===== config.mk =====
export PLATFORM = sky130hd
export DESIGN_NAME = wdt_timeout_core_flat
export DESIGN_NICKNAME = d
export VERILOG_FILES = /design/src/rtl/wdt_timeout_if.sv /design/src/rtl/wdt_timeout_core.sv /design/src/flat_wrapper.sv
export SDC_FILE = /design/constraint.sdc
export NUM_CORES = 1
export LEC_CHECK = 0
export BUFFER_PORTS_ARGS = -buffer_cell sky130_fd_sc_hd__buf_2
export CORE_MARGIN = 2
export CORE_UTILIZATION = 49
export DETAILED_ROUTE_END_ITERATION = 8
export PLACE_DENSITY = 0.75
export SKIP_CTS_REPAIR_TIMING = 1
export SLEW_MARGIN = 30
export SYNTH_ARGS = -nofsm -noshare
export SYNTH_HDL_FRONTEND = slang
export SYNTH_SLANG_ARGS = --single-unit

===== constraint.sdc =====
create_clock -name clk -period 6.8 [get_ports clk]
set_input_delay 1.36 -clock clk [delete_from_list [all_inputs] [get_ports clk]]
set_output_delay 1.36 -clock clk [all_outputs]
set_load 0.02 [all_outputs]

===== src/rtl/wdt_timeout_if.sv =====
// rtl/wdt_timeout_if.sv - watchdog register-wrapper to timeout-core link
//
// Purpose: groups the watchdog register outputs (enable, kick and threshold)
// with the core's return signals (timeout, kick acknowledge and count).
// The master side is the register wrapper. The slave side is the counting core.
//
// Signals:
//   WDEN      wrapper -> core  watchdog enable level
//   WDLIVE    wrapper -> core  kick request level, held until isCNTRST is seen
//   WTOCNT    wrapper -> core  timeout threshold in ticks
//   WTO       core -> wrapper  timeout interrupt level
//   isCNTRST  core -> wrapper  one-cycle kick acknowledge
//   CNT       core -> wrapper  current tick count for readback
//   WPRE      core -> wrapper  pre-timeout warning (only with WDT_PREWARN_EN)

interface wdt_timeout_if #(
    parameter int CNT_W = 32
) ();
    logic             WDEN;
    logic             WDLIVE;
    logic [CNT_W-1:0] WTOCNT;
    logic             WTO;
    logic             isCNTRST;
    logic [CNT_W-1:0] CNT;
`ifdef WDT_PREWARN_EN
    logic             WPRE;
`endif

    modport master (
        output WDEN, WDLIVE, WTOCNT,
        input  WTO, isCNTRST, CNT
`ifdef WDT_PREWARN_EN
        , input WPRE
`endif
    );

    modport slave (
        input  WDEN, WDLIVE, WTOCNT,
        output WTO, isCNTRST, CNT
`ifdef WDT_PREWARN_EN
        , output WPRE
`endif
    );
endinterface


===== src/rtl/wdt_timeout_core.sv =====
// rtl/wdt_timeout_core.sv - watchdog tick counter and timeout interrupt core
//
// Purpose: counts prescaled ticks while the watchdog is enabled. It raises
// WTO once the count has reached WTOCNT on a tick, and acknowledges kicks so
// that the register wrapper can clear its kick request.
//
// Ports:
//   clk   system clock
//   rst   synchronous, active-high reset
//   bus   wdt_timeout_if.slave (WDEN/WDLIVE/WTOCNT in, WTO/isCNTRST/CNT out)
//
// Optional feature: define WDT_PREWARN_EN to add the registered WPRE warning
// output. WPRE asserts once the count is within PREWARN_CNT ticks of WTOCNT.

module wdt_timeout_core #(
    parameter int PRESCALE    = 1,
    parameter int CNT_W       = 32,
    parameter int PREWARN_CNT = 16
) (
    input  logic            clk,
    input  logic            rst,
    wdt_timeout_if.slave    bus
);

    typedef enum logic [1:0] {
        IDLE    = 2'd0,
        RUN     = 2'd1,
        EXPIRED = 2'd2
    } state_e;

    localparam int               PRE_W    = (PRESCALE > 1) ? $clog2(PRESCALE) : 1;
    localparam logic [PRE_W-1:0] PRE_LAST = PRE_W'(PRESCALE - 1);

    state_e           state_q, state_d;
    logic [CNT_W-1:0] cnt_q, cnt_d;
    logic [PRE_W-1:0] pre_q, pre_d;
    logic             wto_q, wto_d;
    logic             ack_q, ack_d;
`ifdef WDT_PREWARN_EN
    localparam logic [CNT_W-1:0] PREWARN_V = CNT_W'(PREWARN_CNT);
    logic             wpre_q, wpre_d;
`endif

    logic kick;
    logic tick;

    // While an acknowledge is on the wire, the wrapper has not yet dropped
    // WDLIVE, so the same request must not be counted twice.
    assign kick = bus.WDLIVE & ~ack_q;
    assign tick = (pre_q == PRE_LAST);

    // State register
    always_ff @(posedge clk) begin
        if (rst) begin
            state_q <= IDLE;
            cnt_q   <= '0;
            pre_q   <= '0;
            wto_q   <= 1'b0;
            ack_q   <= 1'b0;
`ifdef WDT_PREWARN_EN
            wpre_q  <= 1'b0;
`endif
        end else begin
            state_q <= state_d;
            cnt_q   <= cnt_d;
            pre_q   <= pre_d;
            wto_q   <= wto_d;
            ack_q   <= ack_d;
`ifdef WDT_PREWARN_EN
            wpre_q  <= wpre_d;
`endif
        end
    end

    // Next-state logic. In RUN the priority is disable, then kick, then tick.
    always_comb begin
        state_d = state_q;
        cnt_d   = cnt_q;
        pre_d   = pre_q;
        case (state_q)
            IDLE: begin
                cnt_d = '0;
                pre_d = '0;
                if (bus.WDEN) begin
                    state_d = RUN;
                end
            end
            RUN: begin
                if (!bus.WDEN) begin
                    state_d = IDLE;
                    cnt_d   = '0;
                    pre_d   = '0;
                end else if (kick) begin
                    cnt_d = '0;
                    pre_d = '0;
                end else if (tick) begin
                    pre_d = '0;
                    // WTOCNT is compared live. A threshold lowered below the
                    // current count expires on the next tick. The count never
                    // passes the threshold, so it cannot wrap.
                    if (cnt_q >= bus.WTOCNT) begin
                        state_d = EXPIRED;
                    end else begin
                        cnt_d = cnt_q + CNT_W'(1);
                    end
                end else begin
                    pre_d = pre_q + PRE_W'(1);
                end
            end
            EXPIRED: begin
                if (!bus.WDEN) begin
                    state_d = IDLE;
                    cnt_d   = '0;
                    pre_d   = '0;
                end else if (kick) begin
                    state_d = RUN;
                    cnt_d   = '0;
                    pre_d   = '0;
                end
            end
            default: begin
                state_d = IDLE;
                cnt_d   = '0;
                pre_d   = '0;
            end
        endcase
    end

    // Output logic. This computes the values of the registered outputs.
    always_comb begin
        // A kick is acknowledged in every state, even when a disable wins.
        ack_d = kick;
        wto_d = (state_d == EXPIRED);
`ifdef WDT_PREWARN_EN
        wpre_d = (state_d == RUN) && !kick &&
                 (bus.WTOCNT >= PREWARN_V) &&
                 (cnt_d >= bus.WTOCNT - PREWARN_V);
`endif
    end

    assign bus.WTO      = wto_q;
    assign bus.isCNTRST = ack_q;
    assign bus.CNT      = cnt_q;
`ifdef WDT_PREWARN_EN
    assign bus.WPRE     = wpre_q;
`endif

endmodule


===== src/flat_wrapper.sv =====
// flat-port wrapper written by rule: the top's interface ports become plain ports
module wdt_timeout_core_flat 
#(
    parameter int PRESCALE    = 1,
    parameter int CNT_W       = 32,
    parameter int PREWARN_CNT = 16
)
  (clk, rst, bus_WDEN, bus_WDLIVE, bus_WTOCNT, bus_WTO, bus_isCNTRST, bus_CNT);
  wdt_timeout_if #(.CNT_W(CNT_W)) bus_i ();
  input  logic clk;
  input  logic rst;
  input wire logic [$bits(bus_i.WDEN)-1:0] bus_WDEN;
  input wire logic [$bits(bus_i.WDLIVE)-1:0] bus_WDLIVE;
  input wire logic [$bits(bus_i.WTOCNT)-1:0] bus_WTOCNT;
  output wire logic [$bits(bus_i.WTO)-1:0] bus_WTO;
  output wire logic [$bits(bus_i.isCNTRST)-1:0] bus_isCNTRST;
  output wire logic [$bits(bus_i.CNT)-1:0] bus_CNT;
  assign bus_i.WDEN = bus_WDEN;
  assign bus_i.WDLIVE = bus_WDLIVE;
  assign bus_i.WTOCNT = bus_WTOCNT;
  assign bus_WTO = bus_i.WTO;
  assign bus_isCNTRST = bus_i.isCNTRST;
  assign bus_CNT = bus_i.CNT;
  wdt_timeout_core #(.PRESCALE(PRESCALE), .CNT_W(CNT_W), .PREWARN_CNT(PREWARN_CNT)) u_core (.clk(clk), .rst(rst), .bus(bus_i));
endmodule

==> summary.md, run 1 <==
| Metric | Value |
|---|---|
| HPWL after DPL | `5280 µm` |
| Avg WL per Cell | `14.3 µm` |
| Post-synthesis sequential area ratio | `26.3%` |
| Largest net degree at the start of global routing | `21` |
| Rel. slew slack | `52.7%` |
| Mean Syn Cell Area | `8.07 µm²` |
| Fin. max-slew vios | `0` |
| Initial DRC count | `182` |
| Site Rows | `27` |
| Final hold slack | `0.524 ns` |
| Minimum clock period | `3.68 ns` |
| Final nets | `478` |
| Die area | `6200 µm²` |
| Area Overhead vs Synth | `17.8%` |
| Die span in x | `78.7 µm` |
| Syn Nets | `408` |
| Crit path required time | `6.98 ns` |
| Total track usage | `22.7%` |
| Final WL | `6890 µm` |
| Vias in the first global route | `2,523` |
| Ys flop type | `dfxtp_1` |
| CTS root buffer | `clkbuf_8` |
| Synth area leaders | `dfxtp_1, ha_1, inv_1` |
| Post-synth top cells | `inv_1, dfxtp_1, ha_1, nand2_1, nor2_1` |
| Worst Max-Slew Pin Slew | `0.709 ns` |
| RR Startpoint | `u_core.bus.CNT[2]` |
| Area of the multi-input gates | `1810 µm²` |
| DR vias | `2,794` |
| Reg area | `721 µm²` |
| Boundary Pins | `70` |
| Startpoint types | `primary input` |
| Die Y | `78.7 µm` |
| Worst skew pair latency | `0.29 ns` |
| Synth Register Bits | `36` |
| Endpoint type of the worst setup path | `flip-flop` |
| Yosys cell types | `62` |
| Critical path class | `in2reg` |
| Post-route DRC | `0` |
| Hold_sp | `u_core.bus.CNT[30]` |
| Status | `complete, no violations` |
| Area leader, netlist | `dfxtp_1` |
| CTS Buf Count | `5` |
| CP startpoint | `bus_WTOCNT[2]` |
| Via density | `5.80` |
| Max-cap check violation count | `0` |
| Utilization after layout | `59.3%` |
| Routed Antenna Nets | `0` |
| Setup tns final | `0 ns` |
| Cell Pwr Density | `127 nW/µm²` |
| Synth async-reset ratio | `0%` |
| Total power | `410 µW` |
| Ys Warns | `0` |
| Crit-path max FO | `6` |
| Initial Util | `50.3%` |
| Fin Clk Skew | `0.00499 ns` |
| CTS Buffer Depth | `2` |
| Count leader, synth | `inv_1` |
| Worst IR Drop VDD | `0.134 mV` |
| Number of port buffers | `69` |
| Initial antenna violation count | `0` |
| Routability cong. | `0.835` |
| Post-Syn Area | `2740 µm²` |
| Core ar. | `5440 µm²` |
| Hold violation count in the final report | `0` |
| Final period util | `54.1%` |
| First-pass GRT wire length | `11,500 µm` |
| Worst min path class | `reg2reg` |
| Clock transition at the registers of the reported paths | `0.07 ns` |
| Post-synth top area share | `26.3%` |
| Pleak | `1.61 nW` |
| Final setup violation count | `0` |
| Total gr overflow | `0` |
| CTS tree | `built` |
| Mapped Cells | `339` |
| H-tree levels | `2` |
| RSZ-0062 raised after global routing | `false` |
| Achievable Freq | `0.272 GHz` |
| Arr. time, crit path | `3.86 ns` |
| ANT cells | `0` |
| CTS sink cnt | `36` |
| Share of layout cells above drive strength 1 | `23.7%` |
| Pre-antenna DRT Iters | `4` |
| Fillers | `513` |
| Post-synth EDFFs | `0` |
[final timing paths]
path	endpoint	slack, ns	depth (start not counted)
worst min register to register	u_core.bus.CNT[30]	0.52	1
worst max-delay path	u_core.bus.CNT[10]	3.12	10
worst min-delay path	u_core.bus.CNT[30]	0.52	1
worst max register to register	u_core.bus.CNT[10]	3.84	8
[critical path, cell delays in order]
cell,delay (ns)
buf_2,0.07
inv_1,0.03
ha_1,0.28
a211o_1,0.29
a31oi_1,0.18
o221ai_1,0.20
a211o_1,0.40
a21oi_1,0.59
a311oi_1,0.21
a41o_1,0.24
[per-layer routing]
layer | routed length [µm] | GRT usage [%]
met5 | 0 | 0
met4 | 60 | 5.96
met3 | 436 | 3.64
met2 | 3210 | 36.8
met1 | 3180 | 31.3
[kinds of logic (layout without fill, tap and decap cells)]
| kind of cell | Yosys count | count (layout) | synth area share (%) |
|---|---|---|---|
| adders and majority gates | 33 | 33 | 15.1 |
| AOI/OAI and AO/OA | 88 | 88 | 23.7 |
| and+or+nand+nor | 130 | 130 | 25.8 |
| xor gates and xnor gates | 2 | 2 | 0.641 |
| DFF | 36 | 36 | 26.3 |
| buffers and inverters | 48 | 119 | 7.64 |
| muxes | 2 | 2 | 0.732 |
[power by group]
part / switching (mW) / internal (mW)
logic: 0.0216 / 0.0174
clock network: 0.0758 / 0.0827
registers: 0.000872 / 0.212
[layout make-up]
| cell class | instances | share of cell area (%) |
|---|---|---|
| sequential | 36 | 22.4 |
| clock buffer | 8 | 2.80 |
| tap | 72 | 2.80 |
| timing repair buffer | 72 | 11.4 |
| multi-input combinational | 255 | 56.1 |
| inverter | 39 | 4.54 |
[registers in the layout (all words and copies together) (netlist names)]
name,cells
u_core.bus.isCNTRST,1
u_core.state_q,2
u_core.bus.CNT,32
u_core.bus.WTO,1
[stage by stage]
| stage | std cells | worst slack [ns] | instance area (µm²) |
|---|---|---|---|
| 6_report | 482 | 3.12 | 3220 |
| 5_1_grt | 482 | 3.00 | 3220 |
| 4_1_cts | 482 | 3.16 | 3220 |
| 3_5_place_dp | 474 | 2.88 | 3130 |
| 3_3_place_gp | 474 | 2.94 | 3130 |
| 2_1_floorplan | 339 | 3.38 | 2740 |
[layout by cell type, fill, tap and decap left out, drive strengths merged, types with 4 or more instances in the layout]
| cell type | count |
|---|---|
| a31oi | 8 |
| a21o | 5 |
| dfxtp | 36 |
| and3 | 10 |
| nand2 | 32 |
| inv | 39 |
| a22o | 5 |
| nand3 | 19 |
| a32o | 4 |
| o21ai | 15 |
| nor2 | 23 |
| a21oi | 18 |
| and4 | 6 |
| ha | 33 |
| o22ai | 4 |
| buf | 72 |
| clkbuf | 8 |
| nand2b | 5 |
| o211ai | 4 |
| nand4 | 9 |
| nor4 | 4 |
| nor3 | 5 |
Power figures use the tool's default switching activity.
==> run 2: changes to the inputs <==
==> constraint.sdc (replaced) <==
create_clock -name clk -period 3.69 [get_ports clk]
set_input_delay 0.738 -clock clk [delete_from_list [all_inputs] [get_ports clk]]
set_output_delay 0.738 -clock clk [all_outputs]
set_load 0.02 [all_outputs]
==> run 2 against run 1 <==
  * Critical path depth grew 1
  * Cell count grew 0.83%
  * First-iteration DRC count grew 18%
  * Sequential share of layout area decreased by 0.19 points
  * Die area unchanged
  * Via count increased by 0.57%
  * Clock skew up 0.0026 ns
  * Critical endpoint is now u_core.bus.CNT[25]
  * Highest routed layer unchanged
  * Combinational power grew 89%
  * Non-clock buffer count rose by 4
==> summary.md, run 2 (synthesized netlist as in run 1, its figures left out) <==
| Metric | Value |
|---|---|
| Status | `complete, no violations (unchanged)` |
| Final nets | `482 (was 478)` |
| Critical Path Most Common Cell | `a211o_1 (unchanged)` |
| Total track usage | `23.0% (was 22.7%)` |
| Largest net degree at the start of global routing | `21 (unchanged)` |
| Post-route cell area | `3250 µm² (was 3220 µm²)` |
| Delay-heaviest family, CP | `compound AO/OA/AOI/OAI gates (unchanged)` |
| Clock transition at the registers of the reported paths | `0.06 ns (was 0.07 ns)` |
| DR vias | `2,810 (was 2,794)` |
| Initial DRC count | `214 (was 182)` |
| Reg-to-Reg End | `u_core.bus.CNT[25] (was u_core.bus.CNT[10])` |
| Pre-antenna DRT Iters | `5 (was 4)` |
| Placed inst area | `3160 µm² (was 3130 µm²)` |
| Total gr overflow | `0 (unchanged)` |
| HPWL after DPL | `5370 µm (was 5280 µm)` |
| Crit path required time | `3.86 ns (was 6.98 ns)` |
| Routed Antenna Nets | `0 (unchanged)` |
| CTS sink cnt | `36 (unchanged)` |
| Arr. time, crit path | `3.23 ns (was 3.86 ns)` |
| Setup tns final | `0 ns (unchanged)` |
| Critical path class | `in2reg (unchanged)` |
| Crit-path max FO | `15 (was 6)` |
| CTS tree | `built (unchanged)` |
| Share of layout cells above drive strength 1 | `24.2% (was 23.7%)` |
| Worst min path class | `reg2reg (unchanged)` |
| Boundary Pins | `70 (unchanged)` |
| RSZ-0062 raised after global routing | `false (unchanged)` |
| CTS root buffer | `clkbuf_8 (unchanged)` |
| Max-cap check violation count | `0 (unchanged)` |
| H-tree levels | `2 (unchanged)` |
| ANT cells | `0 (unchanged)` |
| Initial Util | `50.3% (unchanged)` |
| R2R Setup Slk | `0.71 ns (was 3.84 ns)` |
| Hold violation count in the final report | `0 (unchanged)` |
| Slowest stage cell, crit path | `a211o_1 (was a21oi_1)` |
| CTS Buffer Depth | `2 (unchanged)` |
| Via density | `5.78 (was 5.80)` |
| Die span in x | `78.7 µm (unchanged)` |
| Core ar. | `5440 µm² (unchanged)` |
| Hold Path Depth | `1 (unchanged)` |
| Final setup violation count | `0 (unchanged)` |
| Worst Max-Slew Pin Slew | `0.657 ns (was 0.709 ns)` |
| Avg WL per Cell | `14.3 µm (about the same)` |
| Cell Chain, Critical Path | `buf_2 -> inv_1 -> ha_1 -> a211o_1 -> a31oi_1 -> o221ai_1 -> a211o_1 -> a21o_1 -> nand2_1 -> inv_2 -> a211o_1 (was buf_2 -> inv_1 -> ha_1 -> a211o_1 -> a31oi_1 -> o221ai_1 -> a211o_1 -> a21oi_1 -> a311oi_1 -> a41o_1)` |
| Number of cells on the critical path | `11 (was 10)` |
| RR Startpoint | `u_core.bus.CNT[2] (unchanged)` |
| Area Overhead vs Synth | `18.8% (was 17.8%)` |
| Site Rows | `27 (unchanged)` |
| Endpoint type of the worst setup path | `flip-flop (unchanged)` |
| First-pass GRT wire length | `11,600 µm (was 11,500 µm)` |
| Commonest non-fill, non-tap cells in the layout | `buf_2, inv_1, dfxtp_1 (unchanged)` |
| Startpoint types | `primary input (unchanged)` |
| Pleak | `1.63 nW (was 1.61 nW)` |
| Cell Pwr Density | `232 nW/µm² (was 127 nW/µm²)` |
| Achievable Freq | `0.327 GHz` |
| Final period util | `82.8%` |
| Rel. slew slack | `56.2% (was 52.7%)` |
| Minimum clock period | `3.06 ns` |
| Final WL | `6940 µm (was 6890 µm)` |
| Routability cong. | `0.840 (was 0.835)` |
| WP buf/inv | `3 (was 2)` |
| Worst IR Drop VDD | `0.237 mV (was 0.134 mV)` |
| Die area | `6200 µm² (unchanged)` |
| CTS Buf Count | `5 (unchanged)` |
| Post-route DRC | `0 (unchanged)` |
| Number of port buffers | `69 (unchanged)` |
| CP max stage delay | `0.40 ns (was 0.59 ns)` |
| Die Y | `78.7 µm (unchanged)` |
| CP startpoint | `bus_WTOCNT[2] (unchanged)` |
| Commonest non-fill, non-tap cell in the layout | `buf_2 (unchanged)` |
| Initial antenna violation count | `0 (unchanged)` |
| Worst skew pair latency | `0.29 ns (about the same)` |
| Max reg flops | `32 (unchanged)` |
| Fin. max-slew vios | `0 (unchanged)` |
| Fin Clk Skew | `0.00764 ns (was 0.00499 ns)` |
| Utilization after layout | `59.8% (was 59.3%)` |
| Vias in the first global route | `2,549 (was 2,523)` |
| R2R depth | `9 (was 8)` |
| Worst setup path end | `u_core.bus.CNT[25] (was u_core.bus.CNT[10])` |
-- run 2: worst reg2reg max path: stages (launching register included) --
cell and delay (ns):
dfxtp_1 0.47, ha_1 0.30, a211o_1 0.30, a31oi_1 0.18
o221ai_1 0.20, a211o_1 0.40, a21o_1 0.38, nand2_1 0.28
inv_2 0.07, a211o_1 0.29
-- run 2: layer usage --
layer	wire, µm	track usage [%]
met2	3170	37.9
met4	60	5.09
met1	3260	31.6
met3	454	3.75
met5	0	0
-- run 2: final cells by class --
class / instances / area [µm²]
fillers: 518 / 2190
multi-input cells: 255 / 1810
flip-flops and latches: 36 / 721
repair buffers: 76 / 398
inverters: 39 / 146
clock buffers: 8 / 90.1
well taps: 72 / 90.1
-- run 2: worst min path at each step --
stage / from / to
floorplan: u_core.state_q[0] / u_core.state_q[0]
global placement: u_core.bus.CNT[30] / u_core.bus.CNT[30]
detailed placement: u_core.state_q[0] / u_core.state_q[0]
CTS: u_core.state_q[0] / u_core.state_q[0]
global route: u_core.bus.CNT[13] / u_core.bus.CNT[13]
finish: u_core.state_q[0] / u_core.state_q[0]
-- run 2: report_power, final --
part / total (mW) / internal [mW] / switching, mW
logic: 0.0738 / 0.0332 / 0.0405
registers: 0.392 / 0.390 / 0.00162
clock network: 0.290 / 0.152 / 0.137
total: 0.755 / 0.576 / 0.180
-- run 2: stage by stage --
step / cells / worst slack [ns] / hold slack [ns] / power [mW]
2_1_floorplan: 339 / 0.896 / 0.474 / 0.443
3_5_place_dp: 478 / 0.344 / 0.511 / 0.474
6_report: 486 / 0.635 / 0.518 / 0.755
3_3_place_gp: 478 / 0.458 / 0.502 / 0.471
5_1_grt: 486 / 0.479 / 0.557 / 0.791
4_1_cts: 486 / 0.652 / 0.520 / 0.761
